--- src/rtl/tri_pixel_collector_if.sv ---
// Row-drain handshake between the pixel collector and its downstream sink.
// The collector presents one bitmap row per transfer; the sink throttles with row_ready.
interface tri_pixel_collector_if;
  logic       row_valid;
  logic [2:0] row_idx;
  logic [7:0] row_data;
  logic       row_ready;

  modport master (
    output row_valid,
    output row_idx,
    output row_data,
    input  row_ready
  );

  modport slave (
    input  row_valid,
    input  row_idx,
    input  row_data,
    output row_ready
  );
endinterface

--- src/rtl/tri_pixel_collector.sv ---
// Captures one rasterizer frame into an 8x8 bitmap, counts lit pixels and then
// drains the bitmap row by row over a valid/ready handshake.
module tri_pixel_collector #(
  parameter bit DUP_COUNT = 1'b0
) (
  input  logic                         clk,
  input  logic                         reset,
  input  logic                         busy_i,
  input  logic                         po,
  input  logic [2:0]                   xo,
  input  logic [2:0]                   yo,
  tri_pixel_collector_if.master        row_if,
  output logic [6:0]                   pix_cnt,
  output logic                         frame_busy,
  output logic                         done,
  output logic                         overrun
);

  typedef enum logic [2:0] {
    IDLE    = 3'd0,
    COLLECT = 3'd1,
    TAIL    = 3'd2,
    DRAIN   = 3'd3,
    DONE    = 3'd4
  } state_t;

  state_t          state_q;
  logic            busy_d_q;
  logic [7:0][7:0] bitmap_q;
  logic            row_valid_q;
  logic [2:0]      row_idx_q;
  logic [7:0]      row_data_q;
  logic [6:0]      pix_cnt_q;
  logic            frame_busy_q;
  logic            done_q;
  logic            overrun_q;

  logic            start_d;
  logic            count_en_d;
  logic [6:0]      cnt_max_d;
  logic [7:0]      row0_d;
  logic [2:0]      next_row_d;

  // Row 0 is loaded on the TAIL edge, so it must already include the TAIL pixel.
  always_comb begin
    start_d    = busy_i & ~busy_d_q;
    cnt_max_d  = DUP_COUNT ? 7'd127 : 7'd64;
    count_en_d = po & (DUP_COUNT | ~bitmap_q[yo][xo]) & (pix_cnt_q != cnt_max_d);
    if (po && (yo == 3'd0)) begin
      row0_d = bitmap_q[0] | (8'd1 << xo);
    end else begin
      row0_d = bitmap_q[0];
    end
    next_row_d = row_idx_q + 3'd1;
  end

  always_ff @(posedge clk) begin
    if (reset) begin
      state_q      <= IDLE;
      busy_d_q     <= 1'b0;
      bitmap_q     <= '0;
      row_valid_q  <= 1'b0;
      row_idx_q    <= 3'd0;
      row_data_q   <= 8'd0;
      pix_cnt_q    <= 7'd0;
      frame_busy_q <= 1'b0;
      done_q       <= 1'b0;
      overrun_q    <= 1'b0;
    end else begin
      busy_d_q <= busy_i;
      done_q   <= 1'b0;
      case (state_q)
        IDLE: begin
          if (start_d) begin
            bitmap_q     <= '0;
            pix_cnt_q    <= 7'd0;
            frame_busy_q <= 1'b1;
            state_q      <= COLLECT;
          end
        end
        COLLECT: begin
          if (po) begin
            bitmap_q[yo][xo] <= 1'b1;
          end
          if (count_en_d) begin
            pix_cnt_q <= pix_cnt_q + 7'd1;
          end
          if (!busy_i) begin
            state_q <= TAIL;
          end
        end
        TAIL: begin
          if (po) begin
            bitmap_q[yo][xo] <= 1'b1;
          end
          if (count_en_d) begin
            pix_cnt_q <= pix_cnt_q + 7'd1;
          end
          row_valid_q <= 1'b1;
          row_idx_q   <= 3'd0;
          row_data_q  <= row0_d;
          state_q     <= DRAIN;
        end
        DRAIN: begin
          // A frame starting now cannot be captured; it is dropped and flagged.
          if (start_d) begin
            overrun_q <= 1'b1;
          end
          if (row_valid_q && row_if.row_ready) begin
            if (row_idx_q == 3'd7) begin
              row_valid_q  <= 1'b0;
              row_idx_q    <= 3'd0;
              row_data_q   <= 8'd0;
              frame_busy_q <= 1'b0;
              done_q       <= 1'b1;
              state_q      <= DONE;
            end else begin
              row_idx_q  <= next_row_d;
              row_data_q <= bitmap_q[next_row_d];
            end
          end
        end
        DONE: begin
          if (start_d) begin
            overrun_q <= 1'b1;
          end
          state_q <= IDLE;
        end
        default: begin
          state_q <= IDLE;
        end
      endcase
    end
  end

  assign row_if.row_valid = row_valid_q;
  assign row_if.row_idx   = row_idx_q;
  assign row_if.row_data  = row_data_q;
  assign pix_cnt          = pix_cnt_q;
  assign frame_busy       = frame_busy_q;
  assign done             = done_q;
  assign overrun          = overrun_q;

endmodule

--- src/flat_wrapper.sv ---
// flat-port wrapper written by rule: the top's interface ports become plain ports
module tri_pixel_collector_flat 
#(
  parameter bit DUP_COUNT = 1'b0
)
  (clk, reset, busy_i, po, xo, yo, pix_cnt, frame_busy, done, overrun, row_if_row_valid, row_if_row_idx, row_if_row_data, row_if_row_ready);
  tri_pixel_collector_if row_if_i ();
  input  logic clk;
  input  logic reset;
  input  logic busy_i;
  input  logic po;
  input  logic [2:0] xo;
  input  logic [2:0] yo;
  output logic [6:0] pix_cnt;
  output logic frame_busy;
  output logic done;
  output logic overrun;
  output wire logic [$bits(row_if_i.row_valid)-1:0] row_if_row_valid;
  output wire logic [$bits(row_if_i.row_idx)-1:0] row_if_row_idx;
  output wire logic [$bits(row_if_i.row_data)-1:0] row_if_row_data;
  input wire logic [$bits(row_if_i.row_ready)-1:0] row_if_row_ready;
  assign row_if_row_valid = row_if_i.row_valid;
  assign row_if_row_idx = row_if_i.row_idx;
  assign row_if_row_data = row_if_i.row_data;
  assign row_if_i.row_ready = row_if_row_ready;
  tri_pixel_collector #(.DUP_COUNT(DUP_COUNT)) u_core (.clk(clk), .reset(reset), .busy_i(busy_i), .po(po), .xo(xo), .yo(yo), .row_if(row_if_i), .pix_cnt(pix_cnt), .frame_busy(frame_busy), .done(done), .overrun(overrun));
endmodule
--- config.mk ---
export PLATFORM = sky130hd
export DESIGN_NAME = tri_pixel_collector_flat
export DESIGN_NICKNAME = d
export VERILOG_FILES = /design/src/rtl/tri_pixel_collector_if.sv /design/src/rtl/tri_pixel_collector.sv /design/src/flat_wrapper.sv
export SDC_FILE = /design/constraint.sdc
export NUM_CORES = 1
export LEC_CHECK = 0
export ABC_CLOCK_PERIOD_IN_PS = 4050
export BUFFER_PORTS_ARGS = -buffer_cell sky130_fd_sc_hd__buf_2
export CAP_MARGIN = 25
export CORE_ASPECT_RATIO = 0.8
export CORE_UTILIZATION = 60
export CTS_CLUSTER_DIAMETER = 120
export CTS_CLUSTER_SIZE = 8
export DETAILED_ROUTE_END_ITERATION = 10
export PLACE_DENSITY = 0.79
export REMOVE_ABC_BUFFERS = 1
export SLEW_MARGIN = 40
export SYNTH_ARGS = -nofsm -noshare
export SYNTH_HDL_FRONTEND = slang
export SYNTH_SLANG_ARGS = --single-unit
export TNS_END_PERCENT = 100
--- constraint.sdc ---
create_clock -name clk -period 4.05 [get_ports clk]
set_input_delay 0.2025 -clock clk [delete_from_list [all_inputs] [get_ports clk]]
set_output_delay 0.2025 -clock clk [all_outputs]
set_load 0.03 [all_outputs]
==> results of run 1 <==
[routing by layer]
metal  part of all wire  vias to the layer above  wire (um)  GRT usage
li1                   -                     1819          -          -
met1               0.42                     1920       5030      0.434
met2               0.46                      201       5510      0.505
met3              0.096                       21       1140     0.0919
met4              0.017                        0        204      0.100
met5                  0                        -          0          0
[placed cells by master, fill, tap and decap left out, types with 3 or more instances in the layout]
cell        n
nor2_1    109
dfxtp_1    90
a21oi_1    86
buf_2      31
mux2i_1    27
mux4_2     20
nand2_1    15
clkbuf_8   11
inv_1       9
a221oi_1    9
o22ai_1     6
nand3b_1    5
o21ai_0     5
mux2_2      5
mux2_1      4
nor2b_1     4
and3_1      4
nor3_1      4
nand2b_1    4
buf_4       4
a22oi_1     3
nand3_1     3
or3_1       3
a2111o_1    3
ha_1        3
[power groups by stage]
stage	Sequential (mW)	Clock [mW]	Combinational, mW
6_report	0.930	0.711	0.296
5_1_grt	0.933	0.756	0.320
4_1_cts	0.929	0.715	0.289
3_5_place_dp	0.950	0	0.288
3_3_place_gp	0.947	0	0.282
2_1_floorplan	0.959	0	0.175
[worst max-delay path: cells and delay by family (launching register included)]
kind | cells | cell delay, ns
and+or+nand+nor | 4 | 1.46
AOI/OAI and AO/OA | 3 | 0.58
DFF | 1 | 0.45
[worst paths after layout]
path,to,slack [ns],cells past startpoint
min reg2reg,u_core.overrun,0.48,2
min,u_core.busy_d_q,0.12,2
max reg2reg,u_core.bitmap_q[44],1.49,7
max,u_core.bitmap_q[44],1.49,7
[final cells by class]
type	instances	area (sq um)
multi-input combinational	363	2540
fill	556	2180
tap	87	109
inverter	10	37.5
clock inverter	5	85.1
sequential	90	1800
clock buffer	11	151
timing repair buffer	35	185
[registers in the layout (all words and copies together) (netlist names)]
signal                   count
u_core.state_q               3
u_core.pix_cnt               7
u_core.row_if.row_data       8
u_core.row_if.row_valid      1
u_core.done                  1
u_core.frame_busy            1
u_core.overrun               1
u_core.bitmap_q             64
u_core.row_if.row_idx        3
u_core.busy_d_q              1
[logic make-up (layout without fill, tap and decap cells)]
kind of cell | Yosys count | after routing | share of synthesized area
fa+ha+maj | 4 | 4 | 0.0111
mux | 56 | 56 | 0.182
buf+inv | 39 | 61 | 0.0451
simple gates | 171 | 171 | 0.179
flops | 90 | 90 | 0.398
compound gates | 130 | 130 | 0.181
xor+xnor | 2 | 2 | 0.00387
==> impl_metrics.py, run 1 <==
metrics = {
    "drt": {
        "route.detailed.drc": 0,
        "vias": 3961,
        "ant_nets": 0,
        "finalWirelength_um": 11900,
        "firstDrtPassIters": 5,
        "viasPerCell": 6.59,
        "avgRoutedWirePerCell_um": 19.8,
        "drt_iter0_drc": 335,
    },
    "sta": {
        "setup_viol": 0,
        "finalSetupTns_ns": 0,
        "slew_headroom": 0.398,
        "postLayoutSetupSlackWorst_ns": 1.49,
        "final.min_clock_period_ns": 2.56,
        "period_share": 0.631,
        "tightest_slew_ns": 0.900,
        "whs_ns": 0.124,
        "maxSlewViolCount": 0,
        "skew_ns": 0.00837,
        "finalHoldViolations": 0,
        "grt_setup_unrepaired": "false",
        "timing.fmax_ghz": 0.391,
    },
    "worst_setup_path": {
        "cp_slowest_cell": "nor2_1",
        "arrival_ns": 2.86,
        "startpoint": "u_core.state_q[1]",
        "worstReg2RegStart": "u_core.state_q[1]",
        "cp_cell_sequence": "or3b_1, a21o_1, a21oi_1, nand2_1, nor2_1, a21oi_1, nor2_1",
        "worst_setup_path_end_kind": "flip-flop",
        "crit_fanout": 14,
        "cp_data_required_time_ns": 4.35,
        "startpoint_type": "flip-flop",
        "critical_path_class": "flip-flop to flip-flop",
        "critPathMaxStageDelay_ns": 0.73,
    },
    "global_route": {
        "antenna_found_initial": 0,
        "grt_pass1_vias": 3652,
        "grt_max_degree": 39,
        "overflow": 0,
        "grt_use_total": 0.322,
        "grt_pass1_wl_um": 19200,
    },
    "synthesis": {
        "synth_cell_types": 58,
        "synth_top_area_frac": 0.398,
        "synth.top_cells.by_count": "109 x nor2_1, 90 x dfxtp_1, 86 x a21oi_1",
        "syn_area_sq_mm": 0.00453,
        "netlist_top_cells_area": "dfxtp_1 40%, mux4_2 10%, a21oi_1 9.5%",
        "synth_edf_count": 0,
        "synth-main-ff-cell": "dfxtp_1",
        "yosysWarnings": 0,
        "syn_inst": 492,
        "avgSynthCellArea_sq_um": 9.20,
        "ys_ff_latch": 90,
        "seq_area_frac_synth": 0.398,
        "ys_async_sr_fraction": 0,
        "yosysMostFrequentCell": "nor2_1",
        "yosys.area.top_type": "dfxtp_1",
    },
    "worst_hold_path": {
        "worstHoldPathType": "input pin to flip-flop",
        "min_from": "busy_i",
    },
    "layout": {
        "fin_util": 0.692,
        "final_cell_area_sq_mm": 0.00491,
        "area_delta_synth_final_pct": 8.49,
        "num_antenna_cells": 0,
        "drive_gt1_frac": 0.187,
        "nets": 524,
        "stdcell_count": 601,
    },
    "power_and_ir_drop": {
        "p_leak_nw": 1.87,
        "p_total_mw": 1.94,
        "sw_frac_of_total": 0.288,
        "pwr-share-seq": 0.480,
        "comb_power_share": 0.153,
        "power-per-cell-area_mw_per_mm2": 395,
        "p_int_mw": 1.38,
        "p_switching_mw": 0.559,
        "ir_worst_vdd_mv": 0.248,
        "power_frac_clock": 0.367,
    },
    "clock_network": {
        "ctsLongestPathBuffers": 2,
        "clock_latency_ns": 0.37,
        "postCtsSetupRepairBufs": 0,
        "cts-htree-levels": 3,
        "clock_sinks": 90,
        "cts.root.buffer_cell": "clkbuf_8",
        "numCtsBuffers": 9,
        "cts_resized": 0,
        "path_clk_slew_ns": 0.09,
        "cts-hold-fix-buffers": 0,
        "cts_tree": "done",
    },
    "place": {
        "dp_hpwl_um": 7910,
        "place_ws_ns": 1.42,
        "place_area_sq_mm": 0.00466,
        "numPortBuffers": 32,
        "dp.cells": 585,
        "gp_congestion": 0.881,
    },
    "floorplanning": {
        "initial_core_util": 0.638,
        "ios": 33,
        "fp.dieH_um": 79.7,
        "num_rows": 27,
        "coreArea_sq_mm": 0.00709,
        "dieArea_sq_mm": 0.00790,
        "die_w_um": 99.1,
    },
    "job": {
        "drv_cap": 0,
    },
    "outcome": {
        "status": "completed",
    },
}
Power figures use the tool's default switching activity.
==> inputs of run 2 (changes only) <==
ABC_CLOCK_PERIOD_IN_PS = 2200   (was 4050)
CORE_UTILIZATION = 54   (was 60)
PLACE_DENSITY = 0.76   (was 0.79)
clock period = 2.2 ns   (was 4.05 ns; I/O delays follow)
==> impl_metrics.py, run 2 (synthesis results as in run 1) <==
metrics = {
    "drt": {
        "viasPerCell": 6.34,
        "drt_iter0_drc": 367,
        "finalWirelength_um": 13100,
        "ant_nets": 0,
        "firstDrtPassIters": 5,
        "route.detailed.drc": 0,
        "vias": 4262,
        "avgRoutedWirePerCell_um": 19.5,
    },
    "place": {
        "place_area_sq_mm": 0.00505,
        "dp_hpwl_um": 8860,
        "gp_congestion": 0.947,
        "place_ws_ns": -0.112,
        "numPortBuffers": 32,
    },
    "worst_setup_path": {
        "worst_setup_path_end_kind": "flip-flop",
        "worstReg2RegStart": "u_core.pix_cnt[0]",
        "startpoint_type": "flip-flop",
        "cp_data_required_time_ns": 2.49,
        "arrival_ns": 2.56,
        "r2r_end": "u_core.pix_cnt[1]",
        "critical_path_class": "flip-flop to flip-flop",
        "ff2ff_setup_slack_ns": -0.07,
        "crit_fanout": 5,
        "r2r_cells": 10,
    },
    "outcome": {
        "status": "complete, but fails checks",
        "violations": "setup timing",
    },
    "layout": {
        "largest_reg_flops": 64,
        "final_common_cell": "nor2_1",
        "drive_gt1_frac": 0.278,
        "regMostFlops": "u_core.bitmap_q",
        "nets": 574,
        "area_delta_synth_final_pct": 21.0,
        "mostFrequentLayoutCells": "107 x nor2_1, 88 x dfxtp_1, 85 x a21oi_1",
        "fill_cells": 634,
        "num_antenna_cells": 0,
        "final_cell_area_sq_mm": 0.00548,
    },
    "power_and_ir_drop": {
        "ir_worst_vdd_mv": 0.552,
        "p_switching_mw": 1.07,
        "comb_power_share": 0.193,
        "p_total_mw": 3.80,
        "p_leak_nw": 2.18,
        "sw_frac_of_total": 0.280,
        "power-per-cell-area_mw_per_mm2": 694,
        "pwr-share-seq": 0.446,
        "power_frac_clock": 0.361,
        "p_int_mw": 2.74,
    },
    "worst_hold_path": {
        "min_from": "reset",
        "worstHoldPathType": "input pin to flip-flop",
        "min_to": "u_core.row_if.row_idx[1]",
        "hold_depth": 2,
    },
    "sta": {
        "timing.fmax_ghz": 0.441,
        "skew_ns": 0.0126,
        "postLayoutSetupSlackWorst_ns": -0.0692,
        "period_share": 1.03,
        "whs_ns": 0.154,
        "finalHoldViolations": 0,
        "maxSlewViolCount": 0,
        "slew_headroom": 0.539,
        "tightest_slew_ns": 0.690,
        "finalSetupTns_ns": -0.134,
        "grt_setup_unrepaired": "true",
        "setup_viol": 3,
        "final.min_clock_period_ns": 2.27,
    },
    "global_route": {
        "grt_pass1_vias": 3898,
        "grt_pass1_wl_um": 20300,
        "grt_use_total": 0.303,
        "overflow": 0,
        "antenna_found_initial": 0,
        "grt_max_degree": 66,
    },
    "clock_network": {
        "cts_tree": "done",
        "path_clk_slew_ns": 0.09,
        "clock_latency_ns": 0.38,
        "cts.root.buffer_cell": "clkbuf_8",
        "ctsLongestPathBuffers": 2,
        "cts-htree-levels": 3,
        "clock_sinks": 90,
        "numCtsBuffers": 9,
    },
    "floorplanning": {
        "die_w_um": 104,
        "initial_core_util": 0.564,
        "fp.dieH_um": 83.9,
        "coreArea_sq_mm": 0.00802,
        "dieArea_sq_mm": 0.00875,
        "ios": 33,
        "num_rows": 29,
    },
    "job": {
        "drv_cap": 0,
    },
}
==> run 2: worst max-delay path by stage <==
stage | startpoint | endpoint | slack (ns)
finish | u_core.pix_cnt[0] | u_core.pix_cnt[1] | -0.07
global placement | u_core.pix_cnt[0] | u_core.pix_cnt[6] | 0.05
global route | u_core.pix_cnt[0] | u_core.pix_cnt[1] | -0.21
detailed placement | u_core.state_q[1] | u_core.row_if.row_data[7] | -0.11
CTS | u_core.state_q[1] | u_core.bitmap_q[41] | 0.002
floorplan | u_core.row_if.row_idx[0] | u_core.row_if.row_data[0] | -0.72
==> run 2: layout make-up <==
type / count / area (sq um) / area share
Multi-Input combinational cell: 363 / 2600 / 0.475
Sequential cell: 90 / 1800 / 0.330
Timing Repair Buffer: 85 / 653 / 0.119
Clock buffer: 12 / 145 / 0.0265
Tap cell: 108 / 135 / 0.0247
Clock inverter: 4 / 98.8 / 0.0181
Inverter: 10 / 37.5 / 0.00686
==> run 2: power by group through the flow <==
| stage | logic (mW) | clock network, mW | registers, mW |
|---|---|---|---|
| floorplan | 0.322 | 0 | 1.77 |
| global placement | 0.618 | 0 | 1.73 |
| detailed placement | 0.635 | 0 | 1.73 |
| CTS | 0.667 | 1.38 | 1.70 |
| global route | 0.782 | 1.45 | 1.70 |
| finish | 0.734 | 1.37 | 1.70 |
==> run 2: worst max-delay path, cell delays in order, from the launching register on <==
cell and delay [ns]:
dfxtp_2 0.33, inv_2 0.07, ha_4 0.12, or4b_4 0.46, nor3b_4 0.22, nor4_2 0.08
nor4b_4 0.15, a41oi_4 0.27, clkbuf_16 0.21, nand3_2 0.06, a21oi_1 0.20
==> run 2: metal layers <==
layer  track usage  routed length [um]
met1         0.414                5430
met2         0.458                5920
met3        0.0890                1330
met4         0.100                 435
met5             0                   0
==> run 2: per-stage QoR <==
stage / std cells / util
6_report: 672 / 0.683
5_1_grt: 672 / 0.683
3_5_place_dp: 649 / 0.630
2_1_floorplan: 463 / -
3_3_place_gp: 649 / 0.630
4_1_cts: 667 / 0.666
==> run 2: repair_timing <==
item / CTS / global route
hold buffers: 1 / 0
endpoints found under the hold margin: 1 / 0
buffers inserted: 1 / 4
pin swaps: 1 / 10
resized for setup: 2 / 18
cloned: 0 / 1
endpoints found under the setup margin: 11 / 19
